## config.mk

```make
export PLATFORM = sky130hd
export DESIGN_NAME = cdc_tx_arbiter
export DESIGN_NICKNAME = d
export VERILOG_FILES = /design/src/rtl/cdc_arb_pkg.sv /design/src/rtl/cdc_sync_ff.sv /design/src/rtl/cdc_tx_arbiter.sv
export SDC_FILE = /design/constraint.sdc
export NUM_CORES = 1
export LEC_CHECK = 0
export CAP_MARGIN = 20
export CORE_UTILIZATION = 41
export DETAILED_ROUTE_END_ITERATION = 10
export PLACE_DENSITY = 0.83
export SLEW_MARGIN = 0
export SYNTH_ARGS = -nofsm -noshare
export SYNTH_HDL_FRONTEND = slang
export SYNTH_SLANG_ARGS = --single-unit
```

## constraint.sdc

```tcl
create_clock -name CLK -period 2.1 [get_ports CLK]
set_clock_uncertainty 0.05 [all_clocks]
set_input_delay 0.63 -clock CLK [delete_from_list [all_inputs] [get_ports CLK]]
set_output_delay 0.63 -clock CLK [all_outputs]
set_load 0.02 [all_outputs]
```

## src/rtl/cdc_arb_pkg.sv

```systemverilog
// Shared types and helpers for the CDC transmit arbiter.
package cdc_arb_pkg;

    typedef enum logic [1:0] {
        IDLE     = 2'd0,
        LAUNCH   = 2'd1,
        WAIT_ACK = 2'd2
    } arb_state_e;

    // Ceiling log2 for sizing index and counter fields.
    function automatic int unsigned log2_ceil(input int unsigned n);
        int unsigned r;
        r = 0;
        for (int unsigned i = 0; i < 32; i++) begin
            if ((64'd1 << i) < 64'(n)) r = i + 32'd1;
        end
        return r;
    endfunction

endpackage

```

## src/rtl/cdc_sync_ff.sv

```systemverilog
// Multi-flop level synchronizer, reset to 0; used for toggle handshake lines.
module cdc_sync_ff #(
    parameter int unsigned STAGES = 2
) (
    input  logic CLK,
    input  logic RSTn,
    input  logic d,
    output logic q
);

    logic [STAGES-1:0] sync_q;

    // Shift the asynchronous input through the synchronizer chain.
    always_ff @(posedge CLK or negedge RSTn) begin
        if (!RSTn) sync_q <= '0;
        else       sync_q <= {sync_q[STAGES-2:0], d};
    end

    assign q = sync_q[STAGES-1];

endmodule

```

## src/rtl/cdc_tx_arbiter.sv

```systemverilog
// Round-robin arbiter feeding one toggle-handshake CDC channel, one transfer in flight.
// Optional feature: define CDC_ARB_TIMEOUT_EN to abandon a transfer whose ack never returns.
module cdc_tx_arbiter
    import cdc_arb_pkg::*;
#(
    parameter int unsigned NREQ           = 4,
    parameter int unsigned DATAWIDTH      = 8,
    parameter int unsigned SYNC_STAGES    = 2,
    parameter int unsigned TIMEOUT_CYCLES = 255
) (
    input  logic                        CLK,
    input  logic                        RSTn,
    input  logic [NREQ-1:0]             req_valid,
    input  logic [NREQ*DATAWIDTH-1:0]   req_data,
    output logic [NREQ-1:0]             req_ready,
    output logic [DATAWIDTH-1:0]        src2dest_data,
    output logic                        src2dest_load,
    input  logic                        dest2src_ack,
    output logic                        busy,
    output logic [log2_ceil(NREQ)-1:0]  grant_id,
    output logic                        timeout_err
);

    localparam int unsigned IDW  = log2_ceil(NREQ);
    localparam int unsigned IDX1 = IDW + 1;

    // Reject unsupported configurations at elaboration.
    if (NREQ < 2 || NREQ > 16 || SYNC_STAGES < 2 || TIMEOUT_CYCLES < 1) begin : g_bad_param
        $error("cdc_tx_arbiter: unsupported parameter value");
    end

    arb_state_e           state_q, state_d;
    logic [IDW-1:0]       ptr_q, ptr_d;
    logic [IDW-1:0]       grant_q, grant_d;
    logic [IDW-1:0]       pick_c;
    logic [DATAWIDTH-1:0] data_q, data_d;
    logic [NREQ-1:0]      ready_q, ready_d;
    logic                 load_q, load_d;
    logic                 busy_q, busy_d;
    logic                 ack_sync, ack_prev_q;

`ifdef CDC_ARB_TIMEOUT_EN
    localparam int unsigned CNTW = log2_ceil(TIMEOUT_CYCLES + 1);
    logic [CNTW-1:0] cnt_q, cnt_d;
    logic            tmo_q, tmo_d;
`endif

    cdc_sync_ff #(.STAGES(SYNC_STAGES)) u_ack_sync (
        .CLK  (CLK),
        .RSTn (RSTn),
        .d    (dest2src_ack),
        .q    (ack_sync)
    );

    // First requester at or after start, wrapping modulo NREQ.
    function automatic logic [IDW-1:0] rr_pick(input logic [NREQ-1:0] valid,
                                                input logic [IDW-1:0]  start);
        logic [IDW-1:0] pick;
        logic [IDX1-1:0] idx;
        logic           found;
        pick  = start;
        found = 1'b0;
        for (int unsigned i = 0; i < NREQ; i++) begin
            idx = {1'b0, start} + IDX1'(i);
            if (idx >= IDX1'(NREQ)) idx = idx - IDX1'(NREQ);
            if (!found && valid[idx[IDW-1:0]]) begin
                found = 1'b1;
                pick  = idx[IDW-1:0];
            end
        end
        return pick;
    endfunction

    assign pick_c = rr_pick(req_valid, ptr_q);

    // FSM state register.
    always_ff @(posedge CLK or negedge RSTn) begin
        if (!RSTn) state_q <= IDLE;
        else       state_q <= state_d;
    end

    // Next state, grant selection and channel updates.
    always_comb begin
        state_d = state_q;
        ptr_d   = ptr_q;
        grant_d = grant_q;
        data_d  = data_q;
        load_d  = load_q;
        ready_d = '0;
`ifdef CDC_ARB_TIMEOUT_EN
        cnt_d   = cnt_q;
        tmo_d   = 1'b0;
`endif
        case (state_q)
            IDLE: begin
                if (|req_valid) begin
                    data_d          = req_data[32'(pick_c)*DATAWIDTH +: DATAWIDTH];
                    ready_d[pick_c] = 1'b1;
                    grant_d         = pick_c;
                    ptr_d           = (pick_c == IDW'(NREQ-1)) ? '0 : pick_c + IDW'(1);
                    state_d         = LAUNCH;
                end
            end
            LAUNCH: begin
                load_d  = ~load_q;
                state_d = WAIT_ACK;
`ifdef CDC_ARB_TIMEOUT_EN
                cnt_d   = '0;
`endif
            end
            WAIT_ACK: begin
                if (ack_sync != ack_prev_q) begin
                    state_d = IDLE;
                end
`ifdef CDC_ARB_TIMEOUT_EN
                else if (cnt_q == CNTW'(TIMEOUT_CYCLES - 1)) begin
                    tmo_d   = 1'b1;
                    state_d = IDLE;
                end else begin
                    cnt_d = cnt_q + CNTW'(1);
                end
`endif
            end
            default: state_d = IDLE;
        endcase
        busy_d = (state_d != IDLE);
    end

    // Datapath and output registers.
    always_ff @(posedge CLK or negedge RSTn) begin
        if (!RSTn) begin
            ptr_q      <= '0;
            grant_q    <= '0;
            data_q     <= '0;
            load_q     <= 1'b0;
            ready_q    <= '0;
            busy_q     <= 1'b0;
            ack_prev_q <= 1'b0;
        end else begin
            ptr_q      <= ptr_d;
            grant_q    <= grant_d;
            data_q     <= data_d;
            load_q     <= load_d;
            ready_q    <= ready_d;
            busy_q     <= busy_d;
            ack_prev_q <= ack_sync;
        end
    end

`ifdef CDC_ARB_TIMEOUT_EN
    // Ack-wait counter and timeout pulse.
    always_ff @(posedge CLK or negedge RSTn) begin
        if (!RSTn) begin
            cnt_q <= '0;
            tmo_q <= 1'b0;
        end else begin
            cnt_q <= cnt_d;
            tmo_q <= tmo_d;
        end
    end
    assign timeout_err = tmo_q;
`else
    assign timeout_err = 1'b0;
`endif

    assign req_ready     = ready_q;
    assign src2dest_data = data_q;
    assign src2dest_load = load_q;
    assign busy          = busy_q;
    assign grant_id      = grant_q;

endmodule

```

==> results of run 1 <==
==> placed cells by master (no fill, tap or decap), types with 2 or more instances in the layout <==
master,synthesis,layout
nor2_1,5,5
nand2_1,5,5
clkbuf_4,0,3
inv_1,2,2
dlygate4sd2_1,0,2
clkdlybuf4s50_1,0,50
and2_1,2,2
o21ai_0,9,9
nand3_1,9,9
a21oi_1,10,10
a221o_1,8,8
dfrtp_1,23,23
mux2_4,8,8
xnor2_1,2,2
buf_4,1,21
nand2b_1,3,3
a21o_1,2,2
==> worst max-delay path by stage <==
stage                      start               end  slack (ns)  depth (start not counted)
finish              req_valid[2]  src2dest_data[6]        0.02                          7
global route            ptr_q[1]  src2dest_data[5]       0.001                          6
CTS                 req_valid[1]  src2dest_data[6]        0.01                          7
detailed placement  req_valid[1]  src2dest_data[6]       -0.62                          7
global placement    req_valid[1]  src2dest_data[2]       -0.53                          7
floorplan           req_valid[2]  src2dest_data[0]       0.006                          7
==> final cells by class <==
| cell class | instances | area, um^2 |
|---|---|---|
| Fill cell | 219 | 846 |
| Sequential cell | 23 | 576 |
| Clock buffer | 4 | 26.3 |
| Inverter | 3 | 18.8 |
| Timing Repair Buffer | 75 | 692 |
| Tap cell | 31 | 38.8 |
| Multi-Input combinational cell | 80 | 608 |
==> sequential cells by signal, summed over array words and instances, names as in the netlist <==
signal             flops
src2dest_data          8
u_ack_sync.sync_q      2
ack_prev_q             1
src2dest_load          1
grant_id               2
req_ready              4
busy                   1
ptr_q                  2
state_q                2
==> routing by layer <==
metal / wire [um] / part of all wire, %
met1: 1380 / 39
met4: 61 / 1.7
met2: 1900 / 54
met3: 202 / 5.7
met5: 0 / 0
==> timing repair <==
| action | 4_1_cts | 5_1_grt |
|---|---|---|
| setup endpoints to repair | 12 | 6 |
| gates resized for setup | 6 | 2 |
| pin swaps | 2 | 1 |
| hold endpoints to repair | 0 | 0 |
==> metrics by stage <==
| step | utilization [%] | hold slack [ns] | worst slack [ns] | TNS (ns) |
|---|---|---|---|---|
| CTS | 70.0 | 0.333 | 0.0143 | 0 |
| detailed placement | 69.1 | 0.297 | -0.624 | -7.25 |
| finish | 69.8 | 0.332 | 0.0159 | 0 |
| global placement | 69.1 | 0.297 | -0.535 | -6.26 |
| floorplan | - | 0.281 | 0.00581 | 0 |
| global route | 69.8 | 0.348 | 0.00114 | 0 |
==> cells by family after synthesis <==
group,Yosys count,share of synthesized area (%)
adder cells (fa/ha/maj),1,1.02
AND/OR/NAND/NOR,34,16.0
AO/OA/AOI/OAI,34,19.9
other,1,0.306
flip-flops,23,47.0
buffers and inverters,9,4.49
XOR/XNOR,2,1.43
multiplexers,8,9.81
==> report_power, final <==
| part | leakage [nW] | internal (W) | switching (W) |
|---|---|---|---|
| Clock | 0.0150 | 0.0000743 | 0.000129 |
| Combinational | 0.570 | 0.000789 | 0.000737 |
| Sequential | 0.284 | 0.000625 | 0.000126 |
| Total | 0.869 | 0.00149 | 0.000992 |
==> results.yml, run 1 <==
outcome:
  status: "finished, violations left"
  violations: "design-rule violations"
yosys:
  synthCells: 112
  yosys_warnings: 0
  synth_flop_cell: "dfrtp_1"
  synth.top_cells.by_count: "dfrtp_1 (23), a21oi_1 (10), nand3_1 (9), o21ai_0 (9)"
  syn_nets: 152
  syn_area_um2: 1220
  synth_edf_count: 0
  ys_top_cells_by_area: "dfrtp_1 (47%), mux2_4 (9.8%), a221o_1 (6.5%), a21oi_1 (4.1%), nand3_1 (3.7%)"
  ys_async_sr_fraction_pct: 100
  synthDistinctLibCells: 33
  ys_ff_latch: 23
  synth.most_common_cell: "dfrtp_1"
  synth_top_area_share_pct: 47.0
  seq_area_frac_synth_pct: 47.0
  post-synth-top-area-cell: "dfrtp_1"
  syn_avg_cell_area_um2: 10.9
power:
  ir_worst_vdd_mv: 0.562
  p_per_area_nw_per_um2: 1270
  total_power_w: 0.00248
  leakage_nw: 0.869
placed_design:
  gp_congestion: 0.853
  hpwl_um: 2770
  place_inst: 212
  dpl-instance-area_um2: 1940
  port_buffers: 54
global_routing:
  met2_usage_pct: 42.5
  track_usage_pct: 23.0
  grt_max_degree: 24
  antenna_found_initial: 0
  use_met1_pct: 26.0
  use_met3_pct: 4.38
  grt_overflow: 0
  grt.busiest_layer: "met2"
  grt_pass1_wl_um: 5750
  grt_pass1_vias: 1297
worst_setup_path:
  cp_slowest_cell: "a2111o_1"
  end_kind: "register"
  timing.rr.end: "src2dest_data[6]"
  r2r_slack_ns: 0.04
  crit_family: "compound AO/OA/AOI/OAI gates"
  cp.required_ns: 2.25
  crit_buf_inv: 2
  worstReg2RegStart: "ptr_q[1]"
  critPathKind: "input port to register"
  cp_max_fo: 10
  crit_path_start_kind: "input port"
  worstPathArrival_ns: 2.23
  ff2ff_path_depth: 6
  cp_cell_sequence: "clkdlybuf4s15_2 > nor2b_4 > a2111o_1 > nand2_8 > inv_8 > mux2_4 > a221o_1"
  slowest_delay_ns: 0.44
sta:
  setup_violations: 0
  max_slew_margin_pct: 57.9
  finalCritPeriodShare_pct: 99.2
  max_freq_ghz: 0.480
  final-hold-violation-count: 0
  rsz0062_at_grt: "no"
  period_needed_ns: 2.08
  worst_pin_slew_ns: 0.631
  final_max_slew_viol_count: 0
drt:
  dr_total_vias: 1208
  wl_um: 3550
  drtAntennaViolNets: 0
  drt-pass1-iter-count: 7
  wl_per_cell_um: 16.4
  avgViaCountPerCell: 5.59
  drc: 8
  drt_iter0_drc: 32
hold_path:
  worstHoldPathCells: 0
  hp-class: "register to register"
  hp-start: "u_ack_sync.sync_q[0]"
  whs_endpoint: "u_ack_sync.sync_q[1]"
cts:
  clk_latency_ns: 0.31
  cts_root_buf: "clkbuf_4"
  h-tree-depth: 1
  cts_setup_buffers: 0
  cts_sinks: 23
  clk_pin_slew_worst_paths_ns: 0.12
  cts-buffers-inserted: 3
  clockBufferDepth: 2
  cts_tree: "yes"
  postCtsHoldBufs: 0
floorplanning:
  die_h_um: 56.7
  rows: 19
  core_area_um2: 2810
  initial_utilization_pct: 43.7
  ioPinCount: 56
  die_w_um: 56.7
  dieArea_um2: 3210
finish:
  fin_area_um2: 1960
  nets: 226
  instances_no_fill: 216
  diodes: 0
  area_growth_pct: 60.0
  drive_gt1_share_pct: 22.7
job:
  maxCapViolations: 0
No activity file was read; power rests on OpenSTA's default activity.
==> inputs of run 2 (changes only) <==
Settings changed: SLEW_MARGIN 0 to not set.
==> results of run 2 <==
No change in the layout: final DEF, timing and power equal those of run 1.
==> inputs of run 3 (changes only) <==
Settings changed: CORE_MARGIN set to 2, HOLD_SLACK_MARGIN set to 0.15, SETUP_SLACK_MARGIN set to 0.2.
==> results.yml, run 3 (same netlist as run 1, synthesis figures left out) <==
outcome:
  status: "finished, violations left"
  violations: "design-rule violations"
global_routing:
  track_usage_pct: 22.3
  antenna_found_initial: 0
  grt_pass1_vias: 1240
  grt_overflow: 0
  grt_pass1_wl_um: 5840
  grt_max_degree: 24
finish:
  area_growth_pct: 75.0
  diodes: 0
  n_fill_cell: 185
  largest_reg_flops: 8
  mostFrequentLayoutCells: "clkdlybuf4s50_1 (34), buf_4 (26), dfrtp_1 (21)"
  final_common_cell: "clkdlybuf4s50_1"
  multi_input_area_um2: 679
  utilization_pct: 76.4
  nets: 239
  drive_gt1_share_pct: 34.8
  regArea_um2: 578
worst_setup_path:
  cp_slowest_cell: "a2111o_1"
  r2r_slack_ns: 0.05
  cp_max_fo: 5
  crit_path_start_kind: "input port"
  cp.required_ns: 2.26
  ff2ff_path_depth: 6
  timing.rr.end: "src2dest_data[1]"
  end_kind: "register"
  slowest_delay_ns: 0.44
  critPathKind: "input port to register"
  worstPathArrival_ns: 2.22
  worstReg2RegStart: "ptr_q[1]"
  cp_cell_sequence: "buf_8 > nor2b_4 > buf_6 > a2111o_1 > nand2_8 > inv_12 > mux2_4 > a221o_1"
placed_design:
  hpwl_um: 2680
  gp_congestion: 0.844
  port_buffers: 54
floorplanning:
  initial_utilization_pct: 43.7
  dieArea_um2: 3440
  ioPinCount: 56
  die_w_um: 58.7
  die_h_um: 58.7
  rows: 19
  core_area_um2: 2810
hold_path:
  worstHoldPathCells: 0
  whs_endpoint: "u_ack_sync.sync_q[1]"
  hp-class: "register to register"
  hp-start: "u_ack_sync.sync_q[0]"
sta:
  period_needed_ns: 2.06
  final_max_slew_viol_count: 0
  tns_ns: 0
  rsz0062_at_grt: "yes"
  max_slew_margin_pct: 63.5
  hold_slack_ns: 0.314
  max_freq_ghz: 0.486
  setup_violations: 0
  finalCritPeriodShare_pct: 98.0
  final-hold-violation-count: 0
  worst_pin_slew_ns: 0.547
cts:
  clockBufferDepth: 2
  h-tree-depth: 1
  cts_sinks: 23
  cts_root_buf: "clkbuf_4"
  clk_pin_slew_worst_paths_ns: 0.13
  cts-buffers-inserted: 3
  cts_tree: "yes"
  postCtsHoldBufs: 0
  clk_latency_ns: 0.31
drt:
  dr_total_vias: 1319
  drtAntennaViolNets: 0
  drt-pass1-iter-count: 9
  avgViaCountPerCell: 5.76
  wl_per_cell_um: 18.3
  wl_um: 4190
  drc: 2
  drt_iter0_drc: 53
power:
  leakage_nw: 0.997
  p_per_area_nw_per_um2: 1250
  ir_worst_vdd_mv: 0.708
job:
  maxCapViolations: 0
-- run 3: timing repair --
item	CTS	global route
endpoints found under the setup margin	32	12
gates resized for setup	45	16
buffers inserted	7	6
pin swaps	6	1
cloned	1	1
hold endpoints to repair	0	0
-- run 3: area by class of cell --
cell class | instances | area share (%)
inverters | 3 | 1.11
clock buffers | 3 | 1.05
repair inverters | 1 | 0.409
well taps | 31 | 1.81
clock inverters | 1 | 0.234
repair buffers | 87 | 36.7
multi-input cells | 80 | 31.7
flip-flops and latches | 23 | 27.0
-- run 3: power breakdown --
group	total [W]	internal (W)	switching [W]
clock network	0.000207	0.0000712	0.000135
logic	0.00172	0.000863	0.000861
registers	0.000756	0.000629	0.000127
total	0.00269	0.00156	0.00112
-- run 3: critical path: cells and delay by family --
kind,cells,cell delay (ns)
simple gates,2,0.28
buf+inv,3,0.25
mux,1,0.28
compound gates,2,0.76
-- run 3: metal layers --
metal	part of all wire, %	track usage, %	wire (um)
met1	38	26.6	1580
met4	2.3	4.87	97
met5	0	0	0
met3	5.2	4.62	217
met2	55	41.1	2290
-- run 3: per-stage QoR --
stage / instance area [um^2] / std cells / worst slack, ns / power (W)
2_1_floorplan: 1230 / 112 / 0.00581 / 0.00157
3_3_place_gp: 1920 / 210 / -0.697 / 0.00218
3_5_place_dp: 1920 / 210 / -0.766 / 0.00222
4_1_cts: 2030 / 222 / 0.0499 / 0.00246
5_1_grt: 2140 / 229 / 0.0268 / 0.00282
6_report: 2140 / 229 / 0.0417 / 0.00269
-- run 3: worst max path at each step --
stage,startpoint,to,cells past startpoint
final,req_valid[2],src2dest_data[1],8
after detailed placement,req_valid[2],req_ready[1],6
after global placement,req_valid[2],src2dest_data[2],8
after CTS,req_valid[2],src2dest_data[1],8
after floorplan,req_valid[2],src2dest_data[0],7
after global routing,ptr_q[1],src2dest_data[1],6
